<file path="src/rtl/usb_rx_byte_assembler.sv">
// USB receive front end: bit-timing recovery, NRZI decode, bit unstuffing,
// SYNC check, LSB-first byte assembly with FIFO write strobe, EOP detection
// and sticky error reporting.
// Optional build macro RX_RESYNC_EN: realign the bit timer on every d_plus
// transition while in SYNC/RECEIVE.
module usb_rx_byte_assembler #(
  parameter int unsigned CLKS_PER_BIT = 8,
  parameter logic [7:0]  SYNC_BYTE    = 8'h80,
  parameter int unsigned STUFF_LIMIT  = 6
) (
  input  logic       clk,
  input  logic       n_rst,
  input  logic       d_plus,
  input  logic       d_minus,
  input  logic       fifo_full,
  output logic       w_enable,
  output logic [7:0] w_data,
  output logic       rcving,
  output logic       r_error,
  output logic       packet_done
);

  localparam int unsigned   TW       = $clog2(CLKS_PER_BIT);
  localparam int unsigned   OW       = $clog2(STUFF_LIMIT + 1);
  localparam logic [TW-1:0] HalfLoad = TW'(CLKS_PER_BIT / 2 - 1);
  localparam logic [TW-1:0] FullLoad = TW'(CLKS_PER_BIT - 1);
  localparam logic [OW-1:0] OnesMax  = OW'(STUFF_LIMIT);

  typedef enum logic [2:0] {StIdle, StSync, StReceive, StEop, StErr} state_e;

  state_e        state_q;
  logic          prev_q;      // d_plus at the previous bit sample
  logic          edge_q;      // d_plus one clock ago
  logic [TW-1:0] timer_q;
  logic [7:0]    shift_q;
  logic [OW-1:0] ones_q;
  logic [2:0]    cnt_q;
  logic          se0_seen_q;  // EOP: second SE0 seen; ERR: last sample was SE0
  logic          w_enable_q;
  logic [7:0]    w_data_q;
  logic          rcving_q;
  logic          r_error_q;
  logic          packet_done_q;

  logic       sample;
  logic       line_se0;
  logic       line_j;
  logic       nrzi_bit;
  logic       stuff_slot;
  logic       byte_done;
  logic [7:0] next_byte;

  // Line decode and per-sample bit decisions.
  always_comb begin
    sample     = (timer_q == '0);
    line_se0   = (d_plus == d_minus);  // both-high is handled as SE0
    line_j     = d_plus & ~d_minus;
    nrzi_bit   = (d_plus == prev_q);
    stuff_slot = (ones_q == OnesMax);
    byte_done  = (cnt_q == 3'd7);
    next_byte  = {nrzi_bit, shift_q[7:1]};
  end

  // Receiver FSM with registered outputs.
  always_ff @(posedge clk or negedge n_rst) begin
    if (!n_rst) begin
      state_q       <= StIdle;
      prev_q        <= 1'b1;
      edge_q        <= 1'b1;
      timer_q       <= '0;
      shift_q       <= '0;
      ones_q        <= '0;
      cnt_q         <= '0;
      se0_seen_q    <= 1'b0;
      w_enable_q    <= 1'b0;
      w_data_q      <= '0;
      rcving_q      <= 1'b0;
      r_error_q     <= 1'b0;
      packet_done_q <= 1'b0;
    end else begin
      edge_q        <= d_plus;
      w_enable_q    <= 1'b0;
      packet_done_q <= 1'b0;
      if (state_q != StIdle) begin
        timer_q <= sample ? FullLoad : timer_q - TW'(1);
      end
`ifdef RX_RESYNC_EN
      if ((state_q == StSync || state_q == StReceive) && (edge_q != d_plus)) begin
        timer_q <= HalfLoad;
      end
`endif
      case (state_q)
        StIdle: begin
          if (edge_q && !d_plus) begin
            state_q   <= StSync;
            timer_q   <= HalfLoad;
            prev_q    <= 1'b1;
            shift_q   <= '0;
            ones_q    <= '0;
            cnt_q     <= '0;
            rcving_q  <= 1'b1;
            r_error_q <= 1'b0;
          end
        end
        StSync, StReceive: begin
          if (sample) begin
            prev_q <= d_plus;
            if (line_se0) begin
              if (state_q == StReceive && cnt_q == 3'd0) begin
                state_q    <= StEop;
                se0_seen_q <= 1'b0;
              end else begin
                // SE0 inside SYNC or mid-byte: the partial byte is dropped
                state_q    <= StErr;
                r_error_q  <= 1'b1;
                se0_seen_q <= 1'b1;
              end
            end else if (stuff_slot) begin
              ones_q <= '0;
              if (nrzi_bit) begin
                state_q    <= StErr;
                r_error_q  <= 1'b1;
                se0_seen_q <= 1'b0;
              end
            end else begin
              ones_q  <= nrzi_bit ? ones_q + OW'(1) : '0;
              shift_q <= next_byte;
              cnt_q   <= cnt_q + 3'd1;
              if (byte_done) begin
                if (state_q == StSync) begin
                  if (next_byte == SYNC_BYTE) begin
                    state_q <= StReceive;
                  end else begin
                    state_q    <= StErr;
                    r_error_q  <= 1'b1;
                    se0_seen_q <= 1'b0;
                  end
                end else if (fifo_full) begin
                  state_q    <= StErr;
                  r_error_q  <= 1'b1;
                  se0_seen_q <= 1'b0;
                end else begin
                  w_data_q   <= next_byte;
                  w_enable_q <= 1'b1;
                end
              end
            end
          end
        end
        StEop: begin
          if (sample) begin
            prev_q <= d_plus;
            if (line_j) begin
              packet_done_q <= 1'b1;
              rcving_q      <= 1'b0;
              state_q       <= StIdle;
            end else if (line_se0 && !se0_seen_q) begin
              se0_seen_q <= 1'b1;
            end else begin
              // K, or a third SE0 bit time
              state_q    <= StErr;
              r_error_q  <= 1'b1;
              se0_seen_q <= line_se0;
            end
          end
        end
        StErr: begin
          if (sample) begin
            prev_q <= d_plus;
            if (line_se0) begin
              se0_seen_q <= 1'b1;
            end else if (line_j && se0_seen_q) begin
              state_q  <= StIdle;
              rcving_q <= 1'b0;
            end else begin
              se0_seen_q <= 1'b0;
            end
          end
        end
        default: begin
          state_q  <= StIdle;
          rcving_q <= 1'b0;
        end
      endcase
    end
  end

  assign w_enable    = w_enable_q;
  assign w_data      = w_data_q;
  assign rcving      = rcving_q;
  assign r_error     = r_error_q;
  assign packet_done = packet_done_q;

endmodule

</file>
<file path="config.mk">
export PLATFORM = sky130hd
export DESIGN_NAME = usb_rx_byte_assembler
export DESIGN_NICKNAME = d
export VERILOG_FILES = /design/src/rtl/usb_rx_byte_assembler.sv
export SDC_FILE = /design/constraint.sdc
export NUM_CORES = 1
export LEC_CHECK = 0
export BUFFER_PORTS_ARGS = -buffer_cell sky130_fd_sc_hd__buf_2
export CELL_PAD_IN_SITES_DETAIL_PLACEMENT = 2
export CELL_PAD_IN_SITES_GLOBAL_PLACEMENT = 2
export CORE_MARGIN = 5
export CORE_UTILIZATION = 39
export DETAILED_ROUTE_END_ITERATION = 8
export PLACE_DENSITY = 0.82
export SLEW_MARGIN = 30
export SYNTH_ARGS = -nofsm -noshare
export SYNTH_HDL_FRONTEND = slang
export SYNTH_SLANG_ARGS = --single-unit
export TNS_END_PERCENT = 10
</file>
<file path="constraint.sdc">
create_clock -name clk -period 3 [get_ports clk]
set_input_delay 0.3 -clock clk [delete_from_list [all_inputs] [get_ports clk]]
set_output_delay 0.3 -clock clk [all_outputs]
set_load 0.02 [all_outputs]
</file>
; ---- Yosys cells after proc, flatten, opt, wreduce, memory -nomap -nowiden
; Cells that the tools add are included.
[totals]
rom_bits = 0
n_memories = 0
latch_bits = 0
in_bits = 5
ramBits = 0
regBits = 35
elab_cells = 160
[op_classes]
multipliers = 0
n_shift = 0
n_div = 0
eq_ne = 28
n_mux = 85
bitwise = 7
n_reduce_logical = 24
n_addsub = 3
n_lt_le_gt_ge = 0
[op_table]
columns = cell, n
row1 = 3-bit 2-to-1 mux, 28
row2 = 1-bit 2-to-1 mux, 45
row3 = 8-bit 2-to-1 mux, 4
row4 = "2-bit inequality test, second input constant", 11
row5 = 10-bit AND reduction, 2
row6 = 8-bit case mux with 2 select lines, 1
row7 = 7-bit AND reduction, 2
row8 = 3-bit case mux with 2 select lines, 2
row9 = 3-bit case mux with 4 select lines, 1
row10 = 11-bit AND reduction, 1
row11 = "5-bit inequality test, second input constant", 2
row12 = "3-bit equality test, second input constant", 3
row13 = 3-bit logical NOT, 3
row14 = "3-bit inequality test, second input constant", 3
row15 = 3-bit nonzero test, 3
row16 = "8-bit equality test, second input constant", 1
row17 = "4-bit inequality test, second input constant", 2
row18 = "3-bit by 1-bit adder with 3-bit output, second input constant", 2
row19 = "3-bit by 2-bit equality test with 1-bit output, second input constant", 2
row20 = 1-bit NOT, 6
row21 = 1-bit case mux with 3 select lines, 2
row22 = 5-bit AND reduction, 1
row23 = 1-bit logical AND, 4
row24 = 1-bit case mux with 4 select lines, 1
row25 = other kinds (12), 15

; ---- Longest topological paths before layout
; Gate-level depths: netlist (run 1).
[depth]
word_depth = 9
depth_mapped = 8
ltp_nobuf = 7

; ---- Least setup slack after synthesis (run 1)
; No wires, ideal clock.
[synth_path]
kind = in2reg
from = input port d_minus
to = register state_q[0]
path_stages = 8
t_required_ps = 2872
slack_ps = 817
setup_time_ps = 128
arrival_ps = 2056
cell_sequence = inv_1 -> ha_1 -> buf_6 -> a21o_1 -> or4_4 -> o311ai_2 -> or3_4 -> mux2_1
[synth_between]
elab_chain_cells = 5
[synth_lines]
columns = element, line
row1 = "start, declared", 14  ; input logic d_minus,
row2 = 1-bit NOT, 57  ; line_j = d_plus & ~d_minus;
row3 = 1-bit bitwise AND, 57
row4 = 3-bit 2-to-1 mux / 1-bit logical AND (equally long branches), "153, 172"
row5 = 3-bit 2-to-1 mux / 2-bit inequality test (equally long branches), n/a
row6 = 3-bit case mux with 4 select lines / 10-bit AND reduction (equally long branches), n/a
row7 = "end signal, assigned", 95  ; state_q <= StSync;
row8 = "end signal, assigned", 156  ; state_q <= StIdle;
row9 = "end signal, assigned", 161  ; state_q <= StErr;
row10 = "end, declared", 31  ; state_e state_q;
; Several ways; a longest one is shown, not always the timed one. The select of a mux whose other input is x is not followed.
; A chain may end at the register's enable or synchronous reset.

; ---- Final worst setup path (run 1)
[layout_path]
from = register ones_q[0]
to = register state_q[0]
[layout_between]
elab_chain_cells = 5
[layout_lines]
columns = element, line
row1 = "start, declared", 36  ; logic [OW-1:0] ones_q;
row2 = "start signal, assigned", 126  ; ones_q <= nrzi_bit ? ones_q + OW'(1) : '0;
row3 = 3-bit equality test *, 59  ; stuff_slot = (ones_q == OnesMax);
row4 = 3-bit 2-to-1 mux, 118  ; end else if (stuff_slot) begin
row5 = 3-bit 2-to-1 mux, 108  ; if (line_se0) begin
row6 = 3-bit 2-to-1 mux, 106  ; if (sample) begin
row7 = 3-bit case mux with 4 select lines, 92  ; case (state_q)
row8 = "end signal, assigned", 95
row9 = "end signal, assigned", 110  ; state_q <= StEop;
row10 = "end signal, assigned", 121  ; state_q <= StErr;
; Mark *: on every way between the ends. The rest lies on a longest branch, timed or not. The select of a mux whose other input is x is not followed.

==> results of run 1 <==
[final cells by class]
cell class | instances | area, um^2 | area share, %
multi-input cells | 112 | 870.8 | 43.28
flip-flops and latches | 34 | 853.3 | 42.41
repair buffers | 19 | 102.6 | 5.099
clock buffers | 5 | 68.82 | 3.420
well taps | 52 | 65.06 | 3.234
inverters | 8 | 30.03 | 1.493
clock inverters | 3 | 21.27 | 1.057
[sequential cells by signal, summed over array words and instances (netlist names)]
register and cells:
rcving 1, timer_q 3, w_enable 1, state_q 3, shift_q 7, se0_seen_q 1, packet_done 1, ones_q 3
cnt_q 3, w_data 8, prev_q 1, edge_q 1, r_error 1
[routing by layer]
layer	global-route usage (%)	vias to the layer above
met3	5.093	8
met4	6.357	0
met1	19.71	716
met5	0	-
li1	-	618
met2	32.14	24
[through the flow]
stage / setup WS (ps) / instance area (um^2)
floorplan: 816.8 / 1785
global placement: 598.8 / 1922
detailed placement: 523.1 / 1922
CTS: 722.4 / 2012
global route: 646.6 / 2012
finish: 736.3 / 2012
[cells in the final DEF (no fill, tap or decap), types with 4 or more instances in the layout]
cell	synthesis	final
nor2_1	12	12
nand2_1	11	11
mux2_1	8	8
a22o_1	8	8
clkbuf_8	0	5
inv_1	8	8
dfrtp_1	32	32
buf_2	1	16
o21ai_0	4	4
ha_1	8	8
[synthesized netlist by cell type, types with 2 or more instances]
cell type and instances:
nor3_1 2, a21oi_1 3, nor2_1 12, a22o_1 8, o21ai_0 4, dfstp_2 2, a31o_2 2, a21o_1 2
nand3_1 3, dfrtp_1 32, nor4_1 2, nand2b_1 3, o21ai_1 2, nor2b_1 3, a22oi_1 2, and3_1 3
mux2_2 2, mux2_1 8, clkbuf_1 2, ha_1 8, inv_1 8, nand2_1 11
[kinds of logic (layout without fill, tap and decap cells)]
group,Yosys count,count (layout)
simple gates,53,53
compound gates,37,37
flops,34,34
buf+inv,13,35
mux,12,12
fa+ha+maj,8,8
xor+xnor,2,2
[power by group]
part | switching, mW | internal (mW)
registers | 0.127 | 0.550
logic | 0.491 | 0.343
clock network | 0.178 | 0.163
total | 0.796 | 1.06
[worst max-delay path, stage by stage, from the launching register on]
cell and delay [ps]:
dfrtp_1 400, inv_1 70, ha_1 230, a21o_1 230, or4_4 540, o311ai_2 140, or3_4 210, mux2_1 320
[final timing paths]
| path | endpoint | slack (ps) |
|---|---|---|
| worst max-delay path | state_q[0]$_DFFE_PN0P_ | 740 |
| worst min-delay path | timer_q[0]$_DFF_PN0_ | 70 |
| worst max register to register | state_q[0]$_DFFE_PN0P_ | 740 |
| worst min register to register | w_data[0]$_DFFE_PN0P_ | 490 |
| max in group asynchronous | w_data[7]$_DFFE_PN0P_ | 2430 |
| min in group clk | edge_q$_DFF_PN1_ | 160 |
==> impl_metrics.tcl, run 1 <==
set metrics [dict create \
    syn-mean-instance-area_um2 11.23 \
    syn_area_um2 1785 \
    power.total_mw 1.852 \
    fin_crit_sh_pct 75.46 \
    start_util_pct 40.72 \
    synth_top_family_by_area "simple AND/OR/NAND/NOR gates" \
    drt-met1-wl_um 1957 \
    cts_htree_levels 2 \
    dieArea_um2 6031 \
    post-route-min-period_ps 2264 \
    synth_fp_nets 172 \
    worstSetupStartpoint "ones_q[0]$_DFFE_PN0P_" \
    grt.total_usage_pct 17.80 \
    slew_headroom_pct 48.84 \
    crit_fanout 4 \
    finalMaxSlewViolations 0 \
    tritoncts "done" \
    cts_sinks 34 \
    synth_simple_gate_area_share_pct 18.43 \
    end_kind "flop" \
    grt_max_degree 35 \
    cts_hold_buf 0 \
    synth-compound-area-share_pct 16.05 \
    dp.cells 225 \
    synth_seq_cells 34 \
    cts.path.max_buffers 2 \
    hold_viol_final 0 \
    r2r_start "ones_q[0]$_DFFE_PN0P_" \
    final_layout_size_suffix_gt1_share_pct 23.76 \
    grt_setup_unrepaired "no" \
    synthTopCellsByArea "dfrtp_1 (45%), ha_1 (5.6%), mux2_1 (5.0%), a22o_1 (3.9%), dfstp_2 (2.9%)" \
    synthMuxAreaShare_pct 7.708 \
    clkLatencyLatePin_ps 290 \
    fin_skew_ps 7.113 \
    arrival_ps 2430 \
    status "finished clean" \
    areaGrowthSynthToFinish_pct 12.68 \
    numCtsBuffers 5 \
    drt_iter0_markers 85 \
    critical_path_class "reg -> reg" \
    leakagePower_nw 1.012 \
    dr_total_vias 1366 \
    die-width_um 77.66 \
    yosysTopAreaCell "dfrtp_1" \
    max_freq_mhz 441.7 \
    fillers 454 \
    antenna_cells 0 \
    setup_viol 0 \
    route.met3.wl_um 178 \
    async_reset_ff_share_pct 100.0 \
    drt_pass1_iterations 4 \
    highest_layer "met4" \
    gp_congestion 0.7741 \
    antenna_found_initial 0 \
    die_y_um 77.66 \
    drt_wl_total_um 4956 \
    max-vdd-ir-drop_mv 0.3073 \
    via_per_inst 5.863 \
    worst_slew_pin_slew_ps 767.4 \
    drc 0 \
    wl_per_cell_um 21.27 \
    row_count 24 \
    ant_nets 0 \
    worst_ep_required_time_ps 3170 \
    first_global_vias 1576 \
    ys_types 57 \
    core_area_um2 4384 \
    synth_xor_area_share_pct 0.9811 \
    synth_cells 159 \
    fin_cells 233 \
    yosys_most_used_dff "dfrtp_1" \
    met2RoutedLength_um 2734 \
    ff2ff_path_depth 7 \
    yosys_warnings 0 \
    cts_resized 0 \
    cap_viol_max_count 0 \
    pin_count 17 \
    yosysSeqAreaShare_pct 47.79 \
    grt-ovfl-total 0 \
    hold_ws_ps 68.93 \
    finalSetupTns_ps 0 \
    postLayoutCoreUtil_pct 45.89 \
    start_kind "flop" \
    synth_top_area_share_pct 44.85 \
    hpwl_um 3523 \
    port_buffers 16 \
    grt_pass1_wl_um 8369 \
    synth_fa_ha_area_share_pct 5.606 \
    cts_setup_buffers 0 \
    p_per_area_nw_per_um2 920.5 \
    fin_nets 193 \
    min_path_type "in -> async" \
    path_clk_slew_ps 70 \
    clock-root-buffer "clkbuf_8" \
    synth-edff-count 0 \
]
Note: power is estimated with default switching activity, not from simulation.
==> inputs of run 2 (changes only) <==
--- a/config.mk
+++ b/config.mk
@@ -9,9 +9,9 @@
 export CELL_PAD_IN_SITES_DETAIL_PLACEMENT = 2
 export CELL_PAD_IN_SITES_GLOBAL_PLACEMENT = 2
 export CORE_MARGIN = 5
-export CORE_UTILIZATION = 39
+export CORE_UTILIZATION = 35
 export DETAILED_ROUTE_END_ITERATION = 8
-export PLACE_DENSITY = 0.82
+export PLACE_DENSITY = 0.77
 export SLEW_MARGIN = 30
 export SYNTH_ARGS = -nofsm -noshare
 export SYNTH_HDL_FRONTEND = slang
==> constraint.sdc (replaced) <==
create_clock -name clk -period 2 [get_ports clk]
set_input_delay 0.2 -clock clk [delete_from_list [all_inputs] [get_ports clk]]
set_output_delay 0.2 -clock clk [all_outputs]
set_load 0.02 [all_outputs]
==> impl_metrics.tcl, run 2 (synthesis gave the netlist of run 1 again) <==
set metrics [dict create \
    violations "hold timing, setup timing" \
    die_y_um 81.43 \
    grt_max_degree 35 \
    arrival_ps 2280 \
    die-width_um 81.43 \
    drt_pass1_iterations 3 \
    wl_per_cell_um 20.51 \
    dieArea_um2 6630 \
    worst_slew_pin_slew_ps 798.7 \
    leakagePower_nw 1.150 \
    post-route-min-period_ps 2104 \
    hold_ws_ps -16.08 \
    setup_viol 14 \
    drt_wl_total_um 5681 \
    start_util_pct 35.41 \
    final_common_cell "dfrtp_1" \
    fin_crit_sh_pct 105.2 \
    dr_total_vias 1451 \
    hpwl_um 3991 \
    fin_ws_ps -103.6 \
    antenna_found_initial 0 \
    p_seq_share_pct 28.8 \
    grt.total_usage_pct 19.26 \
    p_comb_share_pct 54.4 \
    fillers 553 \
    end_kind "flop" \
    pin_count 17 \
    switching_share_pct 40.90 \
    multiInputGateArea_um2 917.1 \
    antenna_cells 0 \
    grt_pass1_wl_um 9370 \
    start_kind "flop" \
    numCtsBuffers 5 \
    row_count 26 \
    ff_latch_area_um2 853.3 \
    cts.path.max_buffers 2 \
    power.total_mw 3.261 \
    clkLatencyLatePin_ps 290 \
    final_cell_mix "dfrtp_1 (32), buf_4 (26), buf_2 (16)" \
    tritoncts "done" \
    gp_congestion 0.8507 \
    cts_htree_levels 2 \
    slew_headroom_pct 46.75 \
    core_area_um2 5042 \
    max_freq_mhz 475.4 \
    preCtsSetupSlack_ps -68.19 \
    fin_skew_ps 6.958 \
    clock-root-buffer "clkbuf_8" \
    drc 0 \
    finalMaxSlewViolations 0 \
    hold_viol_final 8 \
    crit_fanout 3 \
    cap_viol_max_count 0 \
    cts_sinks 34 \
    via_per_inst 5.238 \
    largest_reg_flops 8 \
    port_buffers 16 \
    ff2ff_path_depth 7 \
    ant_nets 0 \
    cts_hold_buf 0 \
    r2r_slack_ps -100 \
    p_switching_mw 1.334 \
    drt_iter0_markers 43 \
    min_path_type "in -> async" \
    fin_nets 219 \
    max-vdd-ir-drop_mv 0.4155 \
    grt_setup_unrepaired "yes" \
    critical_path_class "reg -> reg" \
    first_global_vias 1741 \
    final_layout_size_suffix_gt1_share_pct 36.71 \
    grt-ovfl-total 0 \
    path_clk_slew_ps 80 \
    worst_ep_required_time_ps 2180 \
    r2r_start "ones_q[1]$_DFFE_PN0P_" \
    p_per_area_nw_per_um2 1423 \
    clkPwrFrac_pct 16.8 \
    p_int_mw 1.927 \
    worstReg2RegEnd "se0_seen_q$_DFFE_PN0P_" \
    areaGrowthSynthToFinish_pct 28.38 \
    status "finished with violations" \
]
==> run 2: routing by layer <==
metal	track usage [%]	share of wire [%]
met5	0	0
met3	4.057	2.1
met1	21.14	41
met2	35.83	55
met4	7.601	2.1
==> run 2: cell type report <==
cell class | instances | area share, %
Multi-Input combinational cell | 112 | 40.01
Sequential cell | 34 | 37.23
Timing Repair Buffer | 45 | 13.48
Tap cell | 70 | 3.821
Clock buffer | 6 | 3.603
Inverter | 8 | 1.310
Clock inverter | 2 | 0.5459
==> run 2: per-stage QoR <==
step	hold slack (ps)	util [%]	std cells	cell area (um^2)	setup TNS, ps
2_1_floorplan	-95.59	-	159	1814	-36.71
3_3_place_gp	301.8	42.70	267	2153	0
3_5_place_dp	339.9	42.70	267	2153	-426.1
4_1_cts	13.76	45.01	276	2270	-239.2
5_1_grt	55.11	45.46	277	2292	-2099
6_report	-16.08	45.46	277	2292	-554.6
==> run 2: repair_timing <==
| action | in CTS | in global routing |
|---|---|---|
| pin swaps | 3 | 1 |
| cloned | 0 | 0 |
| gates resized for setup | 3 | 4 |
| buffers inserted | 1 | 1 |
| hold endpoints to repair | 0 | 0 |
| setup endpoints to repair | 13 | 24 |
==> run 2: worst max-delay path by stage <==
stage	start	to	slack (ps)	cells past startpoint
after global routing	ones_q[0]$_DFFE_PN0P_	se0_seen_q$_DFFE_PN0P_	-160	8
after global placement	d_minus	se0_seen_q$_DFFE_PN0P_	4	9
after floorplan	ones_q[0]$_DFFE_PN0P_	state_q[0]$_DFFE_PN0P_	-40	7
after detailed placement	ones_q[0]$_DFFE_PN0P_	se0_seen_q$_DFFE_PN0P_	-70	8
after CTS	ones_q[0]$_DFFE_PN0P_	se0_seen_q$_DFFE_PN0P_	-70	8
final	ones_q[1]$_DFFE_PN0P_	se0_seen_q$_DFFE_PN0P_	-100	7
==> run 2: power groups by stage <==
stage	logic, mW	clock network (mW)	registers [mW]
CTS	1.75	0.575	0.938
global placement	1.54	0	0.931
floorplan	0.987	0	0.941
finish	1.77	0.546	0.940
global route	1.92	0.601	0.954
detailed placement	1.66	0	0.949
==> run 2: worst max-delay path, stage by stage, from the launching register on <==
cell	delay (ps)
dfrtp_1	410
ha_2	190
a21o_1	200
or4_4	560
o311ai_4	110
buf_6	160
nor3_4	40
mux2_4	310
